$ cat src/rtl/noc_route_compute_pipe.sv
// Per-VC route-compute stage: decodes the head destination, holds the chosen output port for the
// packet and forwards each flit through a 1-cycle registered slice with framing/length/route error pulses.
module noc_route_compute_pipe #(
  parameter int         NUM_VC        = 4,
  parameter int         DATA_W        = 128,
  parameter int         ID_X_W        = 4,
  parameter int         ID_Y_W        = 4,
  parameter int         DEST_LSB      = 96,
  parameter int         ROUTE_MODE    = 0,
  parameter logic [4:0] ACTIVATE_PORT = 5'b11111,
  parameter int         MAX_PKT_LEN   = 16
) (
  input  logic                       noc_clk,
  input  logic                       noc_rst_n,
  input  logic [ID_X_W-1:0]          id_x,
  input  logic [ID_Y_W-1:0]          id_y,
  input  logic [3:0]                 congestion,
  input  logic [NUM_VC-1:0]          in_valid,
  output logic [NUM_VC-1:0]          in_ready,
  input  logic [NUM_VC*DATA_W-1:0]   in_flit,
  input  logic [NUM_VC-1:0]          in_head,
  input  logic [NUM_VC-1:0]          in_tail,
  output logic [NUM_VC-1:0]          out_valid,
  input  logic [NUM_VC-1:0]          out_ready,
  output logic [NUM_VC*DATA_W-1:0]   out_flit,
  output logic [NUM_VC-1:0]          out_head,
  output logic [NUM_VC-1:0]          out_tail,
  output logic [NUM_VC*5-1:0]        out_route,
  output logic [NUM_VC-1:0]          err_frame,
  output logic [NUM_VC-1:0]          err_len,
  output logic [NUM_VC-1:0]          err_unroute,
  output logic [15:0]                err_count
);
  localparam int LEN_W = $clog2(MAX_PKT_LEN + 2);
  localparam logic [LEN_W-1:0] LEN_MAX = LEN_W'(MAX_PKT_LEN);
  localparam logic [LEN_W-1:0] LEN_ONE = LEN_W'(1);
  localparam int P_E = 0, P_W = 1, P_S = 2, P_N = 3, P_L = 4;

  typedef enum logic {S_IDLE, S_BODY} vc_state_t;

  function automatic logic [4:0] route_fn(input logic [ID_X_W-1:0] dest_x, input logic [ID_Y_W-1:0] dest_y,
                                          input logic [ID_X_W-1:0] cur_x, input logic [ID_Y_W-1:0] cur_y,
                                          input logic [3:0] cong);
    logic [4:0] port;
    logic [2:0] prod;
    port = 5'b0;
    prod = {dest_y < cur_y, dest_y > cur_y, dest_x > cur_x};  // productive N,S,E
    if (ROUTE_MODE == 1) begin
      if (dest_y > cur_y)      port[P_S] = 1'b1;
      else if (dest_y < cur_y) port[P_N] = 1'b1;
      else if (dest_x > cur_x) port[P_E] = 1'b1;
      else if (dest_x < cur_x) port[P_W] = 1'b1;
      else                     port[P_L] = 1'b1;
    end else if (ROUTE_MODE == 2) begin
      if (dest_x < cur_x)            port[P_W] = 1'b1;
      else if (prod == 3'b000)       port[P_L] = 1'b1;
      else if (prod[0] && !cong[0])  port[P_E] = 1'b1;
      else if (prod[1] && !cong[2])  port[P_S] = 1'b1;
      else if (prod[2] && !cong[3])  port[P_N] = 1'b1;
      else if (prod[0])              port[P_E] = 1'b1;
      else if (prod[1])              port[P_S] = 1'b1;
      else                           port[P_N] = 1'b1;
    end else begin
      if (dest_x > cur_x)      port[P_E] = 1'b1;
      else if (dest_x < cur_x) port[P_W] = 1'b1;
      else if (dest_y > cur_y) port[P_S] = 1'b1;
      else if (dest_y < cur_y) port[P_N] = 1'b1;
      else                     port[P_L] = 1'b1;
    end
    return port;
  endfunction

  logic w_unused;
  assign w_unused = ^congestion;

  logic [NUM_VC-1:0] w_ef_next, w_el_next, w_eu_next;

  genvar gi;
  for (gi = 0; gi < NUM_VC; gi++) begin : g_vc
    logic [DATA_W-1:0] w_flit;
    logic [ID_X_W-1:0] w_dest_x;
    logic [ID_Y_W-1:0] w_dest_y;
    logic              w_acc, w_fwd;
    logic [4:0]        w_new_route, w_out_route, w_route_next;
    logic [LEN_W-1:0]  w_len_next;
    vc_state_t         w_state_next;

    vc_state_t         r_state;
    logic [4:0]        r_route, r_out_route;
    logic [LEN_W-1:0]  r_len;
    logic              r_valid, r_head, r_tail, r_ef, r_el, r_eu;
    logic [DATA_W-1:0] r_flit;

    assign w_flit      = in_flit[gi*DATA_W +: DATA_W];
    assign w_dest_y    = w_flit[DEST_LSB +: ID_Y_W];
    assign w_dest_x    = w_flit[DEST_LSB+ID_Y_W +: ID_X_W];
    assign in_ready[gi] = !r_valid | out_ready[gi];
    assign w_acc       = in_valid[gi] & in_ready[gi];
    assign w_new_route = route_fn(w_dest_x, w_dest_y, id_x, id_y, congestion) & ACTIVATE_PORT;

    always_comb begin
      w_state_next   = r_state;
      w_route_next   = r_route;
      w_len_next     = r_len;
      w_fwd          = 1'b0;
      w_out_route    = r_route;
      w_ef_next[gi]  = 1'b0;
      w_el_next[gi]  = 1'b0;
      w_eu_next[gi]  = 1'b0;
      if (w_acc) begin
        if (in_head[gi]) begin
          // A head always starts a fresh packet, even if it interrupts one in progress.
          w_fwd         = 1'b1;
          w_out_route   = w_new_route;
          w_route_next  = w_new_route;
          w_eu_next[gi] = (w_new_route == 5'b0);
          w_ef_next[gi] = (r_state == S_BODY);
          w_state_next  = in_tail[gi] ? S_IDLE : S_BODY;
          w_len_next    = in_tail[gi] ? '0 : LEN_ONE;
        end else if (r_state == S_BODY) begin
          w_fwd = 1'b1;
          if (in_tail[gi]) begin
            w_state_next = S_IDLE;
            w_len_next   = '0;
          end else begin
            // Saturating at the limit makes the overrun pulse fire only once per packet.
            if (r_len < LEN_MAX) w_len_next = r_len + LEN_ONE;
            w_el_next[gi] = (r_len + LEN_ONE == LEN_MAX);
          end
        end else begin
          w_ef_next[gi] = 1'b1;
        end
      end
    end

    always_ff @(posedge noc_clk) begin
      if (!noc_rst_n) begin
        r_state     <= S_IDLE;
        r_route     <= '0;
        r_len       <= '0;
        r_valid     <= 1'b0;
        r_flit      <= '0;
        r_head      <= 1'b0;
        r_tail      <= 1'b0;
        r_out_route <= '0;
        r_ef        <= 1'b0;
        r_el        <= 1'b0;
        r_eu        <= 1'b0;
      end else begin
        r_state <= w_state_next;
        r_route <= w_route_next;
        r_len   <= w_len_next;
        r_ef    <= w_ef_next[gi];
        r_el    <= w_el_next[gi];
        r_eu    <= w_eu_next[gi];
        if (in_ready[gi]) begin
          r_valid <= w_fwd;
          if (w_fwd) begin
            r_flit      <= w_flit;
            r_head      <= in_head[gi];
            r_tail      <= in_tail[gi];
            r_out_route <= w_out_route;
          end
        end
      end
    end

    assign out_valid[gi]                = r_valid;
    assign out_flit[gi*DATA_W +: DATA_W] = r_flit;
    assign out_head[gi]                 = r_head;
    assign out_tail[gi]                 = r_tail;
    assign out_route[gi*5 +: 5]         = r_out_route;
    assign err_frame[gi]                = r_ef;
    assign err_len[gi]                  = r_el;
    assign err_unroute[gi]              = r_eu;
  end

  logic [7:0]  w_err_inc;
  logic [16:0] w_err_sum;
  logic [15:0] r_err_count;

  always_comb begin
    w_err_inc = '0;
    for (int i = 0; i < NUM_VC; i++)
      w_err_inc = w_err_inc + 8'(w_ef_next[i]) + 8'(w_el_next[i]) + 8'(w_eu_next[i]);
    w_err_sum = {1'b0, r_err_count} + 17'(w_err_inc);
  end

  always_ff @(posedge noc_clk) begin
    if (!noc_rst_n) r_err_count <= '0;
    else            r_err_count <= w_err_sum[16] ? 16'hFFFF : w_err_sum[15:0];
  end

  assign err_count = r_err_count;
endmodule
$ cat config.mk
export PLATFORM = sky130hd
export DESIGN_NAME = noc_route_compute_pipe
export DESIGN_NICKNAME = d
export VERILOG_FILES = /design/src/rtl/noc_route_compute_pipe.sv
export SDC_FILE = /design/constraint.sdc
export NUM_CORES = 1
export LEC_CHECK = 0
export ABC_AREA = 1
export CAP_MARGIN = 0
export CORE_AREA = 2 2 433 435
export DETAILED_ROUTE_END_ITERATION = 6
export DIE_AREA = 0 0 435 437
export GPL_TIMING_DRIVEN = 0
export RECOVER_POWER = 50
export SYNTH_ARGS = -nofsm -noshare
export SYNTH_HDL_FRONTEND = slang
export SYNTH_SLANG_ARGS = --single-unit
export TNS_END_PERCENT = 100
$ cat constraint.sdc
create_clock -name noc_clk -period 5.6 [get_ports noc_clk]
set_input_delay 1.68 -clock noc_clk [delete_from_list [all_inputs] [get_ports noc_clk]]
set_output_delay 1.68 -clock noc_clk [all_outputs]
set_load 0.02 [all_outputs]
=== Word-level counts from Yosys, hierarchy flattened ===
Cells that the tools add are included.

* Bits in registers: 616
* Logic and storage cells: 238

* Add/sub/neg operators: 16
* Magnitude comparators: 20
* Equality and inequality tests: 4
* Muxes and demuxes: 121
* Bitwise gates (word level): 8
* Reduce and logical (&&, ||, !) cells: 24

{| class="wikitable"
|+ Operator list
! cell !! number
|-
| 2-to-1 mux 5 bit || 24
|-
| 2-to-1 mux 1 bit || 84
|-
| adder 8 x 1 -> 8 bit || 4
|-
| > comparator 4 bit || 8
|-
| less-than comparator 4 bit || 8
|-
| adder 5 x 1 -> 5 bit, second input constant || 4
|-
| == test 5 bit, second input constant || 4
|-
| logical NOT 5 bit || 4
|-
| less-than comparator 5 bit, second input constant || 4
|-
| adder 16 x 8 -> 17 bit || 1
|-
| 2-to-1 mux 16 bit || 1
|-
| 2-to-1 mux 4 bit || 4
|-
| 2-to-1 mux 3 bit || 4
|-
| AND reduction 3 bit || 4
|-
| nonzero test 3 bit || 4
|-
| adder 7 x 1 -> 8 bit || 1
|-
| 2-to-1 mux 2 bit || 4
|-
| AND reduction 2 bit || 4
|-
| nonzero test 2 bit || 4
|-
| adder 6 x 1 -> 7 bit || 1
|-
| adder 5 x 1 -> 6 bit || 1
|-
| adder 4 x 1 -> 5 bit || 1
|-
| adder 3 x 1 -> 4 bit || 1
|-
| bitwise AND 1 bit || 4
|-
| other kinds (4) || 10
|}

=== Logic depth before layout (Yosys ltp) ===
Gate-level depths: netlist of run 1.

* Word-level depth: 20
* Depth in mapped cells: 22

=== Worst setup path after synthesis of run 1 ===
No wires, ideal clock.

* Kind: input port to flip-flop
* Start point: input out_ready[2]
* End point: register r_err_count[13] (netlist: err_count[13])
* Arrival time: 5,918 ps
* Required time: 5,543 ps
* Slack: -374 ps
* Stages: 21
* Buffers on the path: 0
* Path through: inv_1 nand2_2 nand2_4 nor2_1 nand2_1 or3_4 fa_1 fa_1 fa_1 fa_1 fa_1 fa_1 inv_1 nand3_1 nand3_1 nand2_1 o21ai_0 nand2_2 nand3_1 nand2_1 inv_1

* Cells in the longest elaborated chain, start to end: 11
* Elaborated cells on any way between the ends: 13
* Classes of those cells: 7 x add/sub; 4 x mux; 2 x bitwise

{| class="wikitable"
|+ Ends and longest elaborated chain
! item !! line !! text
|-
| from (decl) || 24 || <nowiki>input logic [NUM_VC-1:0] out_ready,</nowiki>
|-
| bitwise OR 1 bit * || 97 || <nowiki>assign in_ready[gi] = !r_valid | out_ready[gi];</nowiki>
|-
| named net in_ready[2] || 19 || <nowiki>output logic [NUM_VC-1:0] in_ready,</nowiki>
|-
| bitwise AND 1 bit * || 98 || <nowiki>assign w_acc = in_valid[gi] & in_ready[gi];</nowiki>
|-
| 2-to-1 mux 1 bit || 110 || <nowiki>if (w_acc) begin</nowiki>
|-
| adder 6 x 1 -> 7 bit || 185 || <nowiki>w_err_inc = w_err_inc + 8'(w_ef_next[i]) + 8'(w_el_next[i]) + 8'(w_eu_next[i]);</nowiki>
|-
| adder 7 x 1 -> 8 bit || 185 ||
|-
| adder 8 x 1 -> 8 bit * (4 in a row) || 185 ||
|-
| adder 16 x 8 -> 17 bit * || 186 || <nowiki>w_err_sum = {1'b0, r_err_count} + 17'(w_err_inc);</nowiki>
|-
| 2-to-1 mux 16 bit * || 191 || <nowiki>else r_err_count <= w_err_sum[16] ? 16'hFFFF : w_err_sum[15:0];</nowiki>
|-
| to (signal assigned) || 191 ||
|-
| to (decl) || 180 || <nowiki>logic [15:0] r_err_count;</nowiki>
|}

Mark *: on every way through the listed nets, which the timed path passes. The rest lies on a longest branch.
A chain may end at the register's enable or synchronous reset.

=== Worst setup path in the final report of run 1 ===
* Start point: input out_ready[0]
* End point: register r_err_count[13] (netlist: err_count[13])

* Cells in the longest elaborated chain, start to end: 16
* Elaborated cells on any way between the ends: 18
* Classes of those cells: 12 x add/sub; 4 x mux; 2 x bitwise

{| class="wikitable"
|+ Ends and longest elaborated chain
! item !! line
|-
| bitwise OR 1 bit * || 97
|-
| bitwise AND 1 bit * || 98
|-
| 2-to-1 mux 1 bit || 110
|-
| adder 1 x 1 -> 2 bit || 185
|-
| adder 2 x 1 -> 3 bit * || 185
|-
| adder 3 x 1 -> 4 bit * || 185
|-
| adder 4 x 1 -> 5 bit * || 185
|-
| adder 5 x 1 -> 6 bit * || 185
|-
| adder 6 x 1 -> 7 bit * || 185
|-
| adder 7 x 1 -> 8 bit * || 185
|-
| adder 8 x 1 -> 8 bit * (4 in a row) || 185
|-
| adder 16 x 8 -> 17 bit * || 186
|-
| 2-to-1 mux 16 bit * || 191
|}

Every way passes the cells marked *; elsewhere a longest branch is shown, timed or not.

==> impl_results.md, run 1 <==
- Post-Synth Adder-Cell Area: 0.0349
- Slew Viols, Final: 31
- Hold Slack: 459 ps
- Post-Synthesis Cells: 3016
- Slew margin rel.: -0.143
- Final setup fails: 0
- Initial antenna violation count: 20
- Post-synthesis simple-gate area fraction: 0.228
- Residual DRC count: 0
- Final HPWL DP: 123 mm
- DR iter-0 viols: 1737
- Avg Cell Area, Syn: 7.82 um2
- Maximum vdd drop: 0.219 mV
- GP Congestion: 0.996
- Gr usage total: 0.148
- Min Clock Period, post-route: 5500 ps
- Reg clk slew, reported paths: 60 ps
- Clock H-tree levels: 3
- Synth Area in XOR/XNOR: 0.00482
- Fin. Hold Viols: 0
- Synthesized cell area: 23600 um2
- WP data required: 6230 ps
- Max-Cap Viols: 3
- Main combinational cell family by area after synthesis: simple AND/OR/NAND/NOR gates
- DRT Wirelength: 148 mm
- Failing checks: max-capacitance violations, max-slew violations
- CTS tree: built
- Detailed Routing Iterations Pass 1: 5
- Area contributors post-synth: dfxtp_1, nor2_1, o21ai_0
- Root Driver: clkbuf_16
- Max Freq: 182 MHz
- Largest net degree at the start of global routing: 13
- Die span in y: 437 um
- Clk Latency, worst-skew pair: 690 ps
- PD cells: 325 nW/um2
- Hold WC Path Type: flip-flop to flip-flop
- PortBufs: 1112
- Detail Route Antenna Nets: 0
- Largest area contributor in the netlist: dfxtp_1
- Placed instance area: 37900 um2
- Core box area: 185000 um2
- Post-synthesis sequential area ratio: 0.523
- Compound-Gate Fraction of Synth Area: 0.139
- Vias after detailed routing: 25500
- Leakage dissipation: 16.3 nW
- Layout net count: 4826
- Critical Path Start Type: primary input
- CP Capture Type: flip-flop
- Clock buffer depth: 3
- I/O pin count: 1118
- Hold buffer count at cts: 0
- First-pass GRT wire length: 198 mm
- Wire per inst: 21.9 um
- Die Width: 435 um
- Clk_skew: 31.5 ps
- Yosys reg bits: 616
- Fillers: 20500
- Synth top area share: 0.523
- Cell Rows: 158
- Layout cells sized above 1: 0.0588
- Via density: 3.76
- Layout Area Growth over Synthesis: 71.7%
- Worst setup path class: primary input to flip-flop
- Worst slew pin tran: 1710 ps
- Grt ovf: 0
- Worst EP arrival: 6130 ps
- Final period util: 0.982
- CP max FO: 8
- Mux share of post-synthesis cell area: 0
- Die area: 190000 um2
- Initial Util: 0.128
- Clock buffer count from CTS: 77
- Status: finished with violations
- Vias in the first global route: 24500
- Fin area: 40500 um2
- Ys Warns: 0
- Sink Count: 616
- Synth cell types: 42
==> critical path: stages <==
cell and delay [ps]:
clkdlybuf4s50_1 460, inv_1 60, nand2_4 100, nand2_8 60, nor3_4 120, nand2_2 110, fa_1 570, fa_1 460
fa_1 520, fa_1 450, fa_2 390, fa_2 360, inv_2 100, nand3_4 80, nand3_4 90, nand2_2 70
o21ai_4 90, nand2_4 130, nand3_2 90, nand2_1 50, inv_1 70
==> flip-flops by register name, indices dropped and copies added, names as in the netlist <==
signal            count
g_vc.r_flit         512
g_vc.r_len           20
g_vc.r_out_route     20
g_vc.r_route         20
err_count            16
g_vc.r_ef             4
g_vc.r_el             4
g_vc.r_eu             4
g_vc.r_head           4
g_vc.r_state          4
g_vc.r_tail           4
g_vc.r_valid          4
==> path summary, 6_finish.rpt <==
check	from	endpoint	slack, ps	depth (start not counted)
worst min-delay path	g_vc[0].r_tail	g_vc[0].r_tail	460	2
worst min register to register	g_vc[0].r_tail	g_vc[0].r_tail	460	2
worst max-delay path	out_ready[0]	err_count[13]	100	21
worst max register to register	g_vc[2].r_len[0]	err_count[13]	600	20
==> what timing repair did <==
action	4_1_cts	5_1_grt
cloned	0	0
setup endpoints to repair	16	16
resized for setup	25	15
buffers inserted	6	2
pin swaps	12	13
==> final cells by class <==
class                      instances  area [um2]  area share
tap                             2480        3100      0.0766
clock inverter                    35         538      0.0133
multi-input combinational       2073        9680       0.239
clock buffer                     104        2200      0.0542
antenna                           17        42.5     0.00105
sequential                       616       12300       0.304
inverter                         126         473      0.0117
buffer                           207         946      0.0233
timing repair buffer            1122       11200       0.277
==> cell usage after synthesis, drive strengths merged <==
| master | number |
|---|---|
| o21ai | 535 |
| xnor2 | 6 |
| nand4 | 7 |
| clkbuf | 91 |
| o211ai | 1 |
| a21boi | 3 |
| a21o | 1 |
| ha | 53 |
| a22oi | 2 |
| nand2 | 193 |
| or2 | 7 |
| dfxtp | 616 |
| buf | 116 |
| fa | 8 |
| a31oi | 2 |
| nand3 | 58 |
| clkinv | 1 |
| and2 | 4 |
| nor3 | 8 |
| o211a | 1 |
| nor2 | 1068 |
| or3 | 2 |
| a21oi | 75 |
| o21bai | 2 |
| o21a | 15 |
| a211oi | 2 |
| conb | 2 |
| xor2 | 7 |
| nand3b | 5 |
| inv | 125 |
==> power breakdown <==
| part | switching [W] | total, W | leakage (nW) | internal [W] |
|---|---|---|---|---|
| combinational | 0.00161 | 0.00283 | 9.89 | 0.00121 |
| clock | 0.00221 | 0.00542 | 1.33 | 0.00321 |
| sequential | 0.000199 | 0.00493 | 5.08 | 0.00473 |
==> layer usage <==
metal / GRT usage / wire, um / up-vias
li1: - / - / 12100
met1: 0.172 / 58300 / 12100
met2: 0.261 / 73300 / 1075
met3: 0.0391 / 11400 / 194
met4: 0.0536 / 5180 / 2
met5: 0 / 11 / -
==> cells by family (layout without fill, tap and decap cells) <==
| kind of cell | after synthesis | in the layout |
|---|---|---|
| AOI/OAI and AO/OA | 639 | 639 |
| xor gates and xnor gates | 13 | 13 |
| adders and majority gates | 61 | 61 |
| buffers and inverters | 333 | 1594 |
| DFF | 616 | 616 |
| other | 2 | 25 |
| and+or+nand+nor | 1352 | 1352 |
==> through the flow <==
stage	setup TNS, ps	worst slack (ps)	util	total power, W	instances
CTS	0	6.04	0.220	0.0134	6761
global route	-107	-36.6	0.219	0.0137	6770
floorplan	0	302	-	0.00619	3022
finish	0	102	0.219	0.0132	6780
detailed placement	-16780	-1110	0.205	0.00787	6616
global placement	-16180	-1060	0.205	0.00785	6614
==> cell usage in the layout (no fill, tap or decap), types with 7 or more instances in the layout <==
master           synthesis  layout
a21oi_1                 75      75
buf_2                   50      31
buf_4                   40      38
bufinv_16                0       9
clkbuf_1                89     153
clkbuf_16                0      77
clkbuf_8                 0      17
clkdlybuf4s50_1          0    1088
clkinv_2                 0       9
conb_1                   2       8
dfxtp_1                616     616
diode_2                  0      17
dlygate4sd3_1            0      18
ha_1                    53      53
inv_1                  120     117
nand2_1                183     178
nand2_4                  6       7
nand3_1                 58      52
nand4_1                  7       7
nor2_1                1055    1058
nor2_2                   9       9
o21a_1                  15      15
o21ai_0                480     498
o21ai_1                 53      36
xor2_1                   7       7
(Power assumes the default switching activity.)
==> run 2: changes to the inputs <==
--- a/config.mk
+++ b/config.mk
@@ -12,6 +12,7 @@
 export DIE_AREA = 0 0 435 437
 export GPL_TIMING_DRIVEN = 0
 export RECOVER_POWER = 50
+export SLEW_MARGIN = 20
 export SYNTH_ARGS = -nofsm -noshare
 export SYNTH_HDL_FRONTEND = slang
 export SYNTH_SLANG_ARGS = --single-unit
==> impl_results.md, run 2 (synthesis results as in run 1) <==
- CP Capture Type: flip-flop
- DRT Wirelength: 148 mm (-0.23%)
- Hold WC Path Type: flip-flop to flip-flop
- Vias in the first global route: 24400 (-0.44%)
- Layout net count: 4830 (+0.083%)
- Via density: 3.76 (about the same)
- Die area: 190000 um2 (unchanged)
- Max reg flops: 512 (unchanged)
- Maximum vdd drop: 0.222 mV (+1.5%)
- Final period util: 0.972 (-0.00952)
- First-pass GRT wire length: 197 mm (-0.39%)
- Commonest non-fill, non-tap cells in the layout: clkdlybuf4s50_1, nor2_1, dfxtp_1, o21ai_0, nand2_1
- Most common cell after layout, fill and taps aside: clkdlybuf4s50_1
- Layout Area Growth over Synthesis: 71.6% (about the same)
- Root Driver: clkbuf_16
- Slew margin rel.: -0.179 (-0.0356)
- Non-Filler Instances: 6782 (+0.029%)
- Clock H-tree levels: 3 (unchanged)
- Wire per inst: 21.8 um (-0.26%)
- Hold Slack: 468 ps (+9.51 ps)
- Critical Path Start Type: primary input
- Worst setup path class: primary input to flip-flop
- GP Congestion: 0.996 (unchanged)
- PortBufs: 1112 (unchanged)
- Sink Count: 616 (unchanged)
- Clk_skew: 21.1 ps (-10.4 ps)
- Internal: 0.00909 W (-0.62%)
- Vias after detailed routing: 25500 (+0.11%)
- Slew Viols, Final: 21 (-32%)
- Switch Pwr: 0.00400 W (-0.61%)
- Clock buffer count from CTS: 77 (unchanged)
- Final setup fails: 0 (unchanged)
- Final Util: 0.219 (about the same)
- Hold buffer count at cts: 0 (unchanged)
- PD cells: 323 nW/um2 (-0.55%)
- Min Clock Period, post-route: 5440 ps (-53.3 ps)
- Grt ovf: 0 (unchanged)
- Sw Ratio: 0.305 (about the same)
- Final HPWL DP: 123 mm (+0.21%)
- Detailed Routing Iterations Pass 1: 6 (+1)
- Worst slew pin tran: 1760 ps (+53.3 ps)
- Reg clk slew, reported paths: 60 ps (about the same)
- Residual DRC count: 0 (unchanged)
- CTS tree: built
- DR iter-0 viols: 1849 (+6.4%)
- Worst EP arrival: 6070 ps (-60 ps)
- Initial Util: 0.128 (unchanged)
- Top reg by flops: g_vc.r_flit
- I/O pin count: 1118 (unchanged)
- RSZ-0062 raised after global routing: false
- Max Freq: 184 MHz (+0.98%)
- Initial antenna violation count: 22 (+10%)
- Cell Rows: 158 (unchanged)
- Die span in y: 437 um (unchanged)
- Fin. Hold Viols: 0 (unchanged)
- Die Width: 435 um (unchanged)
- Sequential power share: 0.376 (+0.002)
- Clk Latency, worst-skew pair: 700 ps (about the same)
- WP data required: 6220 ps (about the same)
- Clock buffer depth: 3 (unchanged)
- Gr usage total: 0.148 (about the same)
- Dpl cells: 6616 (unchanged)
- Layout cells sized above 1: 0.0571 (-0.00169)
- Largest net degree at the start of global routing: 14 (+1)
- Core box area: 185000 um2 (unchanged)
- Detail Route Antenna Nets: 0 (unchanged)
- Leakage dissipation: 16.3 nW (about the same)
- Comb pwr share: 0.215 (about the same)
- Clk pwr share: 0.408 (-0.003)
- Failing checks: max-capacitance violations, max-slew violations
- Status: finished with violations
- Max-Cap Viols: 2 (-1)
- CP max FO: 8 (unchanged)
run 2: cell types whose count changed in the layout (fill, tap and decap cells not counted), moves of 8 or more:
cell,change
buf_2,-8
clkbuf_1,+10
clkbuf_8,-8
dlygate4sd3_1,-9
o21ai_0,-17
o21ai_1,+17
run 2: final timing paths:
path,startpoint,endpoint,slack (ps),cells after the start
max,in_tail[2],err_count[13],160,20
min,g_vc[1].r_tail,g_vc[1].r_tail,470,2
max reg2reg,g_vc[2].r_len[0],err_count[13],670,20
min reg2reg,g_vc[1].r_tail,g_vc[1].r_tail,470,2
run 2: per-stage QoR:
| step | worst slack [ps] | power (W) | TNS [ps] | cell area (um2) |
|---|---|---|---|---|
| after floorplan | 302 | 0.00619 | 0 | 23600 |
| after global placement | -1060 | 0.00785 | -16180 | 37900 |
| after detailed placement | -1090 | 0.00787 | -16730 | 37900 |
| after CTS | 2.08 | 0.0133 | 0 | 40700 |
| after global routing | 9.70 | 0.0136 | 0 | 40500 |
| final | 156 | 0.0131 | 0 | 40500 |
run 2: power groups by stage:
stage                     clock, W  combinational (W)  sequential, W
after global placement           0            0.00284        0.00500
after CTS                  0.00552            0.00288        0.00492
after floorplan                  0           0.000827        0.00536
after detailed placement         0            0.00286        0.00501
after global routing       0.00566            0.00302        0.00496
final                      0.00535            0.00282        0.00493
run 2: critical path: stages:
cell             delay, ps
clkdlybuf4s15_2        230
inv_2                   70
nand2_2                 60
nand3b_1               180
or3_4                  370
fa_1                   490
fa_1                   540
fa_1                   440
fa_1                   500
fa_2                   390
fa_2                   350
inv_2                   70
nand3_2                 80
nand3_4                110
nand2_4                 60
o21ai_4                 80
nand2_4                130
nand3_2                 90
nand2_1                 60
inv_1                   70
run 2: routing by layer:
layer  part of all wire  vias up  GRT usage
met5            0.00018        -          0
met4              0.046        4     0.0635
met3              0.079      202     0.0452
met2               0.49     1057      0.255
met1               0.39    12200      0.169
li1                   -    12100          -
run 2: layout make-up:
cell class	count	area (um2)
Buffer	207	928
Inverter	126	473
Fill cell	20500	145000
Clock buffer	100	2100
Tap cell	2480	3100
Antenna cell	15	37.5
Timing Repair Buffer	1126	11300
Sequential cell	616	12300
Clock inverter	39	583
Multi-Input combinational cell	2073	9680
run 2: repair_timing:
item,CTS,global route
pin swaps,13,13
endpoints found under the setup margin,16,16
gates resized for setup,24,18
setup buffers,7,5
